**src/rtl/return_ctrl.sv**
```systemverilog
// Return-stack controller: turns CALL/RET/FLUSH into push/pop cycles.
// Define RS_FAULT_BLOCK_EN to suppress overflowing pushes and underflowing pops.
module return_ctrl #(
  parameter int WIDTH = 16,
  parameter int DEPTH = 64,
  parameter int DBITS = 7
) (
  input  logic             CLK,
  input  logic             reset,
  input  logic             cmd_valid,
  output logic             cmd_ready,
  input  logic [1:0]       cmd_op,
  input  logic [WIDTH-1:0] cmd_addr,
  output logic [1:0]       stackOP,
  output logic [WIDTH-1:0] w,
  input  logic [WIDTH-1:0] a,
  output logic             resp_valid,
  output logic [WIDTH-1:0] resp_addr,
  output logic             resp_err,
  output logic [DBITS-1:0] depth,
  output logic             overflow,
  output logic             underflow
);

  typedef enum logic [1:0] {
    IDLE,
    ISSUE,
    RESP
  } state_t;

  localparam logic [1:0] OP_NOP   = 2'd0;
  localparam logic [1:0] OP_CALL  = 2'd1;
  localparam logic [1:0] OP_RET   = 2'd2;
  localparam logic [1:0] OP_FLUSH = 2'd3;

  localparam logic [1:0] SO_HOLD = 2'd0;
  localparam logic [1:0] SO_PUSH = 2'd1;
  localparam logic [1:0] SO_POP  = 2'd3;

  localparam logic [DBITS-1:0] DMAX = DBITS'(DEPTH);
  localparam logic [DBITS-1:0] DONE = DBITS'(1);

`ifdef RS_FAULT_BLOCK_EN
  localparam logic FB = 1'b1;
`else
  localparam logic FB = 1'b0;
`endif

  state_t     state;
  logic [1:0] op;
  logic       fault;
  logic       full;
  logic       empty;
  logic       call_blk;
  logic       ret_blk;

  assign full     = (depth == DMAX);
  assign empty    = (depth == '0);
  assign call_blk = FB & full;
  assign ret_blk  = FB & empty;

  always_ff @(posedge CLK) begin
    if (reset) begin
      state      <= IDLE;
      op         <= OP_NOP;
      fault      <= 1'b0;
      cmd_ready  <= 1'b1;
      stackOP    <= SO_HOLD;
      w          <= '0;
      resp_valid <= 1'b0;
      resp_addr  <= '0;
      resp_err   <= 1'b0;
      depth      <= '0;
      overflow   <= 1'b0;
      underflow  <= 1'b0;
    end else begin
      unique case (state)
        IDLE: begin
          if (cmd_valid && cmd_ready) begin
            state     <= ISSUE;
            cmd_ready <= 1'b0;
            op        <= cmd_op;
            fault     <= 1'b0;
            unique case (cmd_op)
              OP_CALL: begin
                fault   <= call_blk;
                stackOP <= call_blk ? SO_HOLD : SO_PUSH;
                w       <= call_blk ? '0 : cmd_addr;
              end
              OP_RET: begin
                fault     <= ret_blk;
                stackOP   <= ret_blk ? SO_HOLD : SO_POP;
                resp_addr <= ret_blk ? '0 : a;
              end
              OP_FLUSH: stackOP <= empty ? SO_HOLD : SO_POP;
              default:  stackOP <= SO_HOLD;
            endcase
          end
        end
        ISSUE: begin
          if (stackOP == SO_PUSH && !full)
            depth <= depth + DONE;
          if (stackOP == SO_POP && !empty)
            depth <= depth - DONE;
          if (op == OP_CALL && full)
            overflow <= 1'b1;
          if (op == OP_RET && empty)
            underflow <= 1'b1;
          // FLUSH keeps popping until this pop empties the stack
          if (!(op == OP_FLUSH && depth > DONE)) begin
            state      <= RESP;
            stackOP    <= SO_HOLD;
            w          <= '0;
            resp_valid <= 1'b1;
            resp_err   <= fault;
          end
        end
        RESP: begin
          state      <= IDLE;
          resp_valid <= 1'b0;
          resp_err   <= 1'b0;
          cmd_ready  <= 1'b1;
        end
        default: begin
          state     <= IDLE;
          stackOP   <= SO_HOLD;
          cmd_ready <= 1'b1;
        end
      endcase
    end
  end

endmodule

```
**config.mk**
```make
export PLATFORM = sky130hd
export DESIGN_NAME = return_ctrl
export DESIGN_NICKNAME = d
export VERILOG_FILES = /design/src/rtl/return_ctrl.sv
export SDC_FILE = /design/constraint.sdc
export NUM_CORES = 1
export LEC_CHECK = 0
export ABC_AREA = 1
export CORE_ASPECT_RATIO = 0.7
export CORE_MARGIN = 2
export CORE_UTILIZATION = 45
export DETAILED_ROUTE_END_ITERATION = 8
export HOLD_SLACK_MARGIN = 0.05
export PLACE_DENSITY = 0.89
export SETUP_SLACK_MARGIN = 0.02
export SYNTH_ARGS = -nofsm -noshare
export SYNTH_HDL_FRONTEND = slang
export SYNTH_SLANG_ARGS = --single-unit
```
**constraint.sdc**
```tcl
create_clock -name CLK -period 2.75 [get_ports CLK]
set_clock_uncertainty 0.15 [all_clocks]
set_input_delay 0.275 -clock CLK [delete_from_list [all_inputs] [get_ports CLK]]
set_output_delay 0.275 -clock CLK [all_outputs]
set_load 0.03 [all_outputs]
```
==> results of run 1 <==
==> cell type report <==
cell class / instances / area [um2]
Clock buffer: 5 / 68.8
Clock inverter: 3 / 21.3
Tap cell: 72 / 90.1
Timing Repair Buffer: 85 / 841
Inverter: 72 / 270
Multi-Input combinational cell: 242 / 1140
Fill cell: 470 / 1900
Sequential cell: 49 / 981
==> stage by stage <==
step / hold slack [ns] / cells
after floorplan: 0.286 / 381
after global placement: 0.284 / 520
after detailed placement: 0.291 / 520
after CTS: 0.308 / 528
after global routing: 0.338 / 528
final: 0.305 / 528
==> Yosys cell counts (all sizes together) <==
cell,instances
inv,71
nand2,106
nand3,10
o21bai,1
or2,1
dfxtp,49
conb,1
buf,13
ha,3
a21oi,27
o21ai,21
o211ai,1
xor2,7
nor3,1
nor2,43
clkbuf,5
clkinv,1
nand4,20
==> power breakdown <==
part	switching (W)	leakage [nW]	total (W)	internal, W
Clock	0.000254	0.0445	0.000435	0.000181
Combinational	0.000259	1.11	0.000448	0.000189
Sequential	0.0000325	0.400	0.000790	0.000758
Total	0.000545	1.55	0.00167	0.00113
==> metal layers <==
layer	vias to the layer above	share of wire [%]
li1	1312	-
met1	1136	47
met2	88	46
met3	6	7.0
met4	0	0.75
met5	-	0
==> final timing paths <==
kind	to	cells past startpoint	from
max	w[2]	9	depth[1]
min	resp_addr[15]	2	resp_addr[15]
max reg2reg	w[2]	9	depth[1]
min reg2reg	resp_addr[15]	2	resp_addr[15]
==> sequential cells by signal, indices dropped and copies added (netlist names) <==
name / flops
cmd_ready: 1
underflow: 1
resp_addr: 16
state: 2
w: 16
op: 2
resp_valid: 1
stackOP: 2
overflow: 1
depth: 7
==> logic make-up (layout without fill, tap and decap cells) <==
| kind of cell | count (synthesis) | after routing |
|---|---|---|
| and+or+nand+nor | 181 | 181 |
| buffers and inverters | 90 | 165 |
| AOI/OAI and AO/OA | 50 | 50 |
| DFF | 49 | 49 |
| xor gates and xnor gates | 7 | 7 |
| adders and majority gates | 3 | 3 |
| other | 1 | 1 |
==> worst reg2reg max path, cell delays in order, from the launching register on <==
cell,delay [ns]
dfxtp_1,0.45
inv_1,0.12
ha_1,0.19
o21bai_1,0.15
nand3_1,0.10
nand3_2,0.35
nand3_2,0.43
nand2_1,0.11
inv_1,0.08
nor2_1,0.04
==> key figures, run 1 <==
STA
  – Crit path time final: 2.25 ns
  – Slew HR: 35.7%
  – Final Slew Violations: 0
  – Finish-stage setup viols: 0
  – RSZ-0062 raised after global routing: no
  – Fmax: 444 MHz
  – Crit share post-route: 82.0%
  – PnR worst setup slack: 0.496 ns
  – Setup_tns: 0 ns
  – Worst Max-Slew Pin Slew: 0.965 ns
  – Final hold violation count: 0

Yosys
  – Area leader, netlist: dfxtp_1
  – Syn nets: 421
  – Yosys reg bits: 49
  – Xor and xnor area share after synthesis: 2.45%
  – Library cells used by synthesis: 28
  – Synth Warn #: 0
  – Post-Synth Simple-Gate Area: 30.8%
  – Adder-cell area share of the yosys netlist: 1.50%
  – Register area share after synthesis: 39.2%
  – Yosys top cell area share: 39.2%
  – Mapped Cells: 381
  – Mux contribution to synthesized area: 0%
  – Compound-Gate Fraction of Synth Area: 10.8%
  – Post-synthesis instance area: 2500 um2
  – Largest family of logic cells by synthesized area: simple AND/OR/NAND/NOR gates
  – Largest cells by area after synthesis: dfxtp_1, nand2_1, inv_1
  – Syn avg cell area: 6.56 um2

Floorplanning
  – Starting Density: 47.1%
  – Core area: 5310 um2
  – Die Area: 6180 um2
  – Die span in x: 93.1 um
  – Row Count: 22
  – Die Ht: 66.4 um
  – IO Pins: 83

Global routing
  – All-layer global routing usage: 21.1%
  – Grt met2 use: 35.3%
  – GRT overflow: 0
  – Vias in the first global route: 2345
  – First-pass GRT wire length: 10.5 mm
  – Grt met1 use: 27.3%
  – GRT Max-Usage Layer: met2
  – Largest net degree at the start of global routing: 33
  – Number of antenna violations at the first check in global routing: 0
  – Met3 global-route usage: 5.36%

Drt
  – Via count: 2542
  – Wire length per cell: 11.9 um
  – DRT Wirelength: 6.29 mm
  – DRT Pass-1 Iters: 5
  – Residual DRC: 0
  – Routed Antenna Nets: 0
  – Initial DRC Count: 210
  – Via density: 4.81

Setup path
  – Crit path required time: 2.81 ns
  – CP cell instances: inv_1 -> ha_1 -> o21bai_1 -> nand3_1 -> nand3_2 -> nand3_2 -> nand2_1 -> inv_1 -> nor2_1
  – Slowest cell on crit path: dfxtp_1
  – Critical path data arrival time: 2.32 ns
  – Setup crit end kind: flip-flop
  – Crit path max fanout: 21
  – R2R setup slack: 0.50 ns
  – Cell family with most CP delay: simple AND/OR/NAND/NOR gates
  – Worst path max stage delay: 0.45 ns
  – Crit Path Category: reg2reg
  – Worst path bufs/invs: 2
  – Setup crit start kind: flip-flop

Layout
  – Share of post-route cells with drive strength above 1: 5.70%
  – Leading cell type in the layout, fill and taps excluded: nand2_1
  – Area growth syn-to-layout: 36.6%
  – Final #Nets: 495
  – Layout Utilization: 64.3%
  – Final instance area: 3420 um2
  – Commonest cells after routing, fill and taps aside: nand2_1, clkdlybuf4s50_1, inv_1
  – Ant diodes: 0

Place
  – HPWL after DPL: 4.59 mm
  – Port Buffers: 81
  – Placed inst area: 3330 um2
  – Final Wtd Congestion: 0.887
  – Pre-CTS WS: 0.468 ns

Clocking
  – Worst-path clk slew: 0.09 ns
  – Setup repair bufs after CTS: 0
  – Worst-Skew Late Latency: 0.30 ns
  – CTS Hold Bufs: 0
  – Root Driver: clkbuf_8
  – TritonCTS clock tree: done
  – Max Root-Sink Buffers: 2
  – Post-CTS sizing: 0
  – Total CTS buffers: 5
  – TritonCTS sink count: 49
  – H-Tree Depth: 2

Power
  – Final Power: 0.00167 W
  – Power Density: 490 nW/um2
  – Lkg Pwr: 1.55 nW
  – IR drop worst, VDD: 0.000280 V

Run
  – Max Cap Viol: 0

Status
  – Status: complete, no violations

Min path
  – HP Class: reg2reg
No activity file was read; power rests on OpenSTA's default activity.
==> run 2, diff against run 1 <==
--- a/config.mk
+++ b/config.mk
@@ -8,10 +8,10 @@
 export ABC_AREA = 1
 export CORE_ASPECT_RATIO = 0.7
 export CORE_MARGIN = 2
-export CORE_UTILIZATION = 45
+export CORE_UTILIZATION = 41
 export DETAILED_ROUTE_END_ITERATION = 8
 export HOLD_SLACK_MARGIN = 0.05
-export PLACE_DENSITY = 0.89
+export PLACE_DENSITY = 0.86
 export SETUP_SLACK_MARGIN = 0.02
 export SYNTH_ARGS = -nofsm -noshare
 export SYNTH_HDL_FRONTEND = slang
==> constraint.sdc (replaced) <==
create_clock -name CLK -period 2.06 [get_ports CLK]
set_clock_uncertainty 0.15 [all_clocks]
set_input_delay 0.206 -clock CLK [delete_from_list [all_inputs] [get_ports CLK]]
set_output_delay 0.206 -clock CLK [all_outputs]
set_load 0.03 [all_outputs]
==> run 2 against run 1 <==
Compared with the run above: cell count grew 2.3%; worst hold slack got worse by 0.0029 ns; core utilization decreased by 3.1 points; combinational power grew 38%; global-route usage decreased by 2.8 points; critical path depth decreased by 8; total power grew 49%; worst setup slack got worse by 0.37 ns; design area increased by 4.1%; die area increased by 9.2%; non-clock buffer count is 9 higher; routed wire length rose by 0.51%; critical path type is now reg2out; largest cell class unchanged.
==> key figures, run 2 (same netlist as run 1, synthesis figures left out) <==
Layout
  – Largest registers: resp_addr: 16 flops, w: 16 flops, depth: 7 flops
  – Final #Nets: 504
  – Ant diodes: 0
  – Fillers: 521
  – Leading cell type in the layout, fill and taps excluded: nand2_1
  – Final non-filler cell total: 540
  – Share of post-route cells with drive strength above 1: 7.74%
  – Final instance area: 3560 um2
  – Commonest cells after routing, fill and taps aside: nand2_1, clkdlybuf4s50_1, inv_1
  – Area growth syn-to-layout: 42.2%

Place
  – HPWL after DPL: 4.80 mm
  – DP Cell Count: 532
  – Placed inst area: 3410 um2
  – Port Buffers: 81
  – Pre-CTS WS: 0.155 ns
  – Final Wtd Congestion: 0.849

Setup path
  – Setup crit end kind: primary output
  – Worst path max stage delay: 0.74 ns
  – Cell family with most CP delay: buffers and inverters
  – Worst path bufs/invs: 1
  – Crit path required time: 1.70 ns
  – Critical path data arrival time: 1.58 ns
  – Setup crit start kind: flip-flop
  – Crit path max fanout: 9
  – Slowest cell on crit path: clkdlybuf4s50_1
  – Crit Path Category: reg2out
  – CP cell instances: clkdlybuf4s50_1

Clocking
  – Worst-path clk slew: 0.09 ns
  – Max Root-Sink Buffers: 2
  – TritonCTS clock tree: done
  – Post-CTS sizing: 0
  – TritonCTS sink count: 49
  – Worst-Skew Late Latency: 0.30 ns
  – H-Tree Depth: 2
  – CTS Hold Bufs: 0
  – Root Driver: clkbuf_8
  – Total CTS buffers: 5
  – Setup repair bufs after CTS: 0

Floorplanning
  – Starting Density: 43.0%
  – Core area: 5810 um2
  – IO Pins: 83
  – Die span in x: 97.4 um
  – Die Ht: 69.3 um
  – Die Area: 6750 um2
  – Row Count: 23

STA
  – PnR worst setup slack: 0.127 ns
  – Final hold violation count: 0
  – Crit path time final: 1.93 ns
  – Finish-stage setup viols: 0
  – Final Slew Violations: 0
  – Crit share post-route: 93.8%
  – RSZ-0062 raised after global routing: no
  – Fmax: 517 MHz
  – Setup_tns: 0 ns

Global routing
  – All-layer global routing usage: 18.3%
  – Number of antenna violations at the first check in global routing: 0
  – Vias in the first global route: 2324
  – GRT overflow: 0
  – Largest net degree at the start of global routing: 33
  – First-pass GRT wire length: 10.3 mm

Run
  – Max Cap Viol: 0

Min path
  – HP Class: reg2reg

Drt
  – Via density: 4.65
  – DRT Wirelength: 6.32 mm
  – Residual DRC: 0
  – Wire length per cell: 11.7 um
  – Initial DRC Count: 138
  – DRT Pass-1 Iters: 4
  – Routed Antenna Nets: 0
  – Via count: 2513

Power
  – IR drop worst, VDD: 0.000425 V
  – Final Power: 0.00249 W
  – Power Density: 701 nW/um2
  – Lkg Pwr: 1.63 nW

Status
  – Status: complete, no violations
[run 2: layer usage]
metal	vias to the layer above	GRT usage (%)	part of all wire [%]
met5	-	0	0
met4	0	4.01	0.49
met3	4	6.65	9.5
met2	78	30.1	45
met1	1099	23.1	45
li1	1332	-	-
[run 2: layout make-up]
cell class / instances / area (um2) / area share [%]
clock buffer: 5 / 68.8 / 1.94
clock inverter: 3 / 68.8 / 1.94
inverter: 72 / 270 / 7.60
multi-input combinational: 242 / 1150 / 32.4
sequential: 49 / 982 / 27.6
tap: 75 / 93.8 / 2.64
timing repair buffer: 94 / 921 / 25.9
[run 2: final timing paths]
check / startpoint / slack, ns / end / depth (start not counted)
worst min register to register: resp_addr[3] / 0.30 / resp_addr[3] / 2
worst max-delay path: depth[2] / 0.13 / depth[2] / 1
worst max register to register: depth[0] / 0.16 / stackOP[0] / 10
worst min-delay path: resp_addr[3] / 0.30 / resp_addr[3] / 2
[run 2: metrics by stage]
stage / hold WS, ns / util, %
floorplan: 0.217 / -
global placement: 0.281 / 58.7
detailed placement: 0.291 / 58.7
CTS: 0.307 / 61.0
global route: 0.328 / 61.2
finish: 0.302 / 61.2
[run 2: report_power, final]
| part | internal, W | leakage [nW] | switching [W] |
|---|---|---|---|
| sequential | 0.00101 | 0.401 | 0.0000405 |
| combinational | 0.000267 | 1.16 | 0.000353 |
| clock | 0.000489 | 0.0687 | 0.000332 |
| total | 0.00177 | 1.63 | 0.000725 |
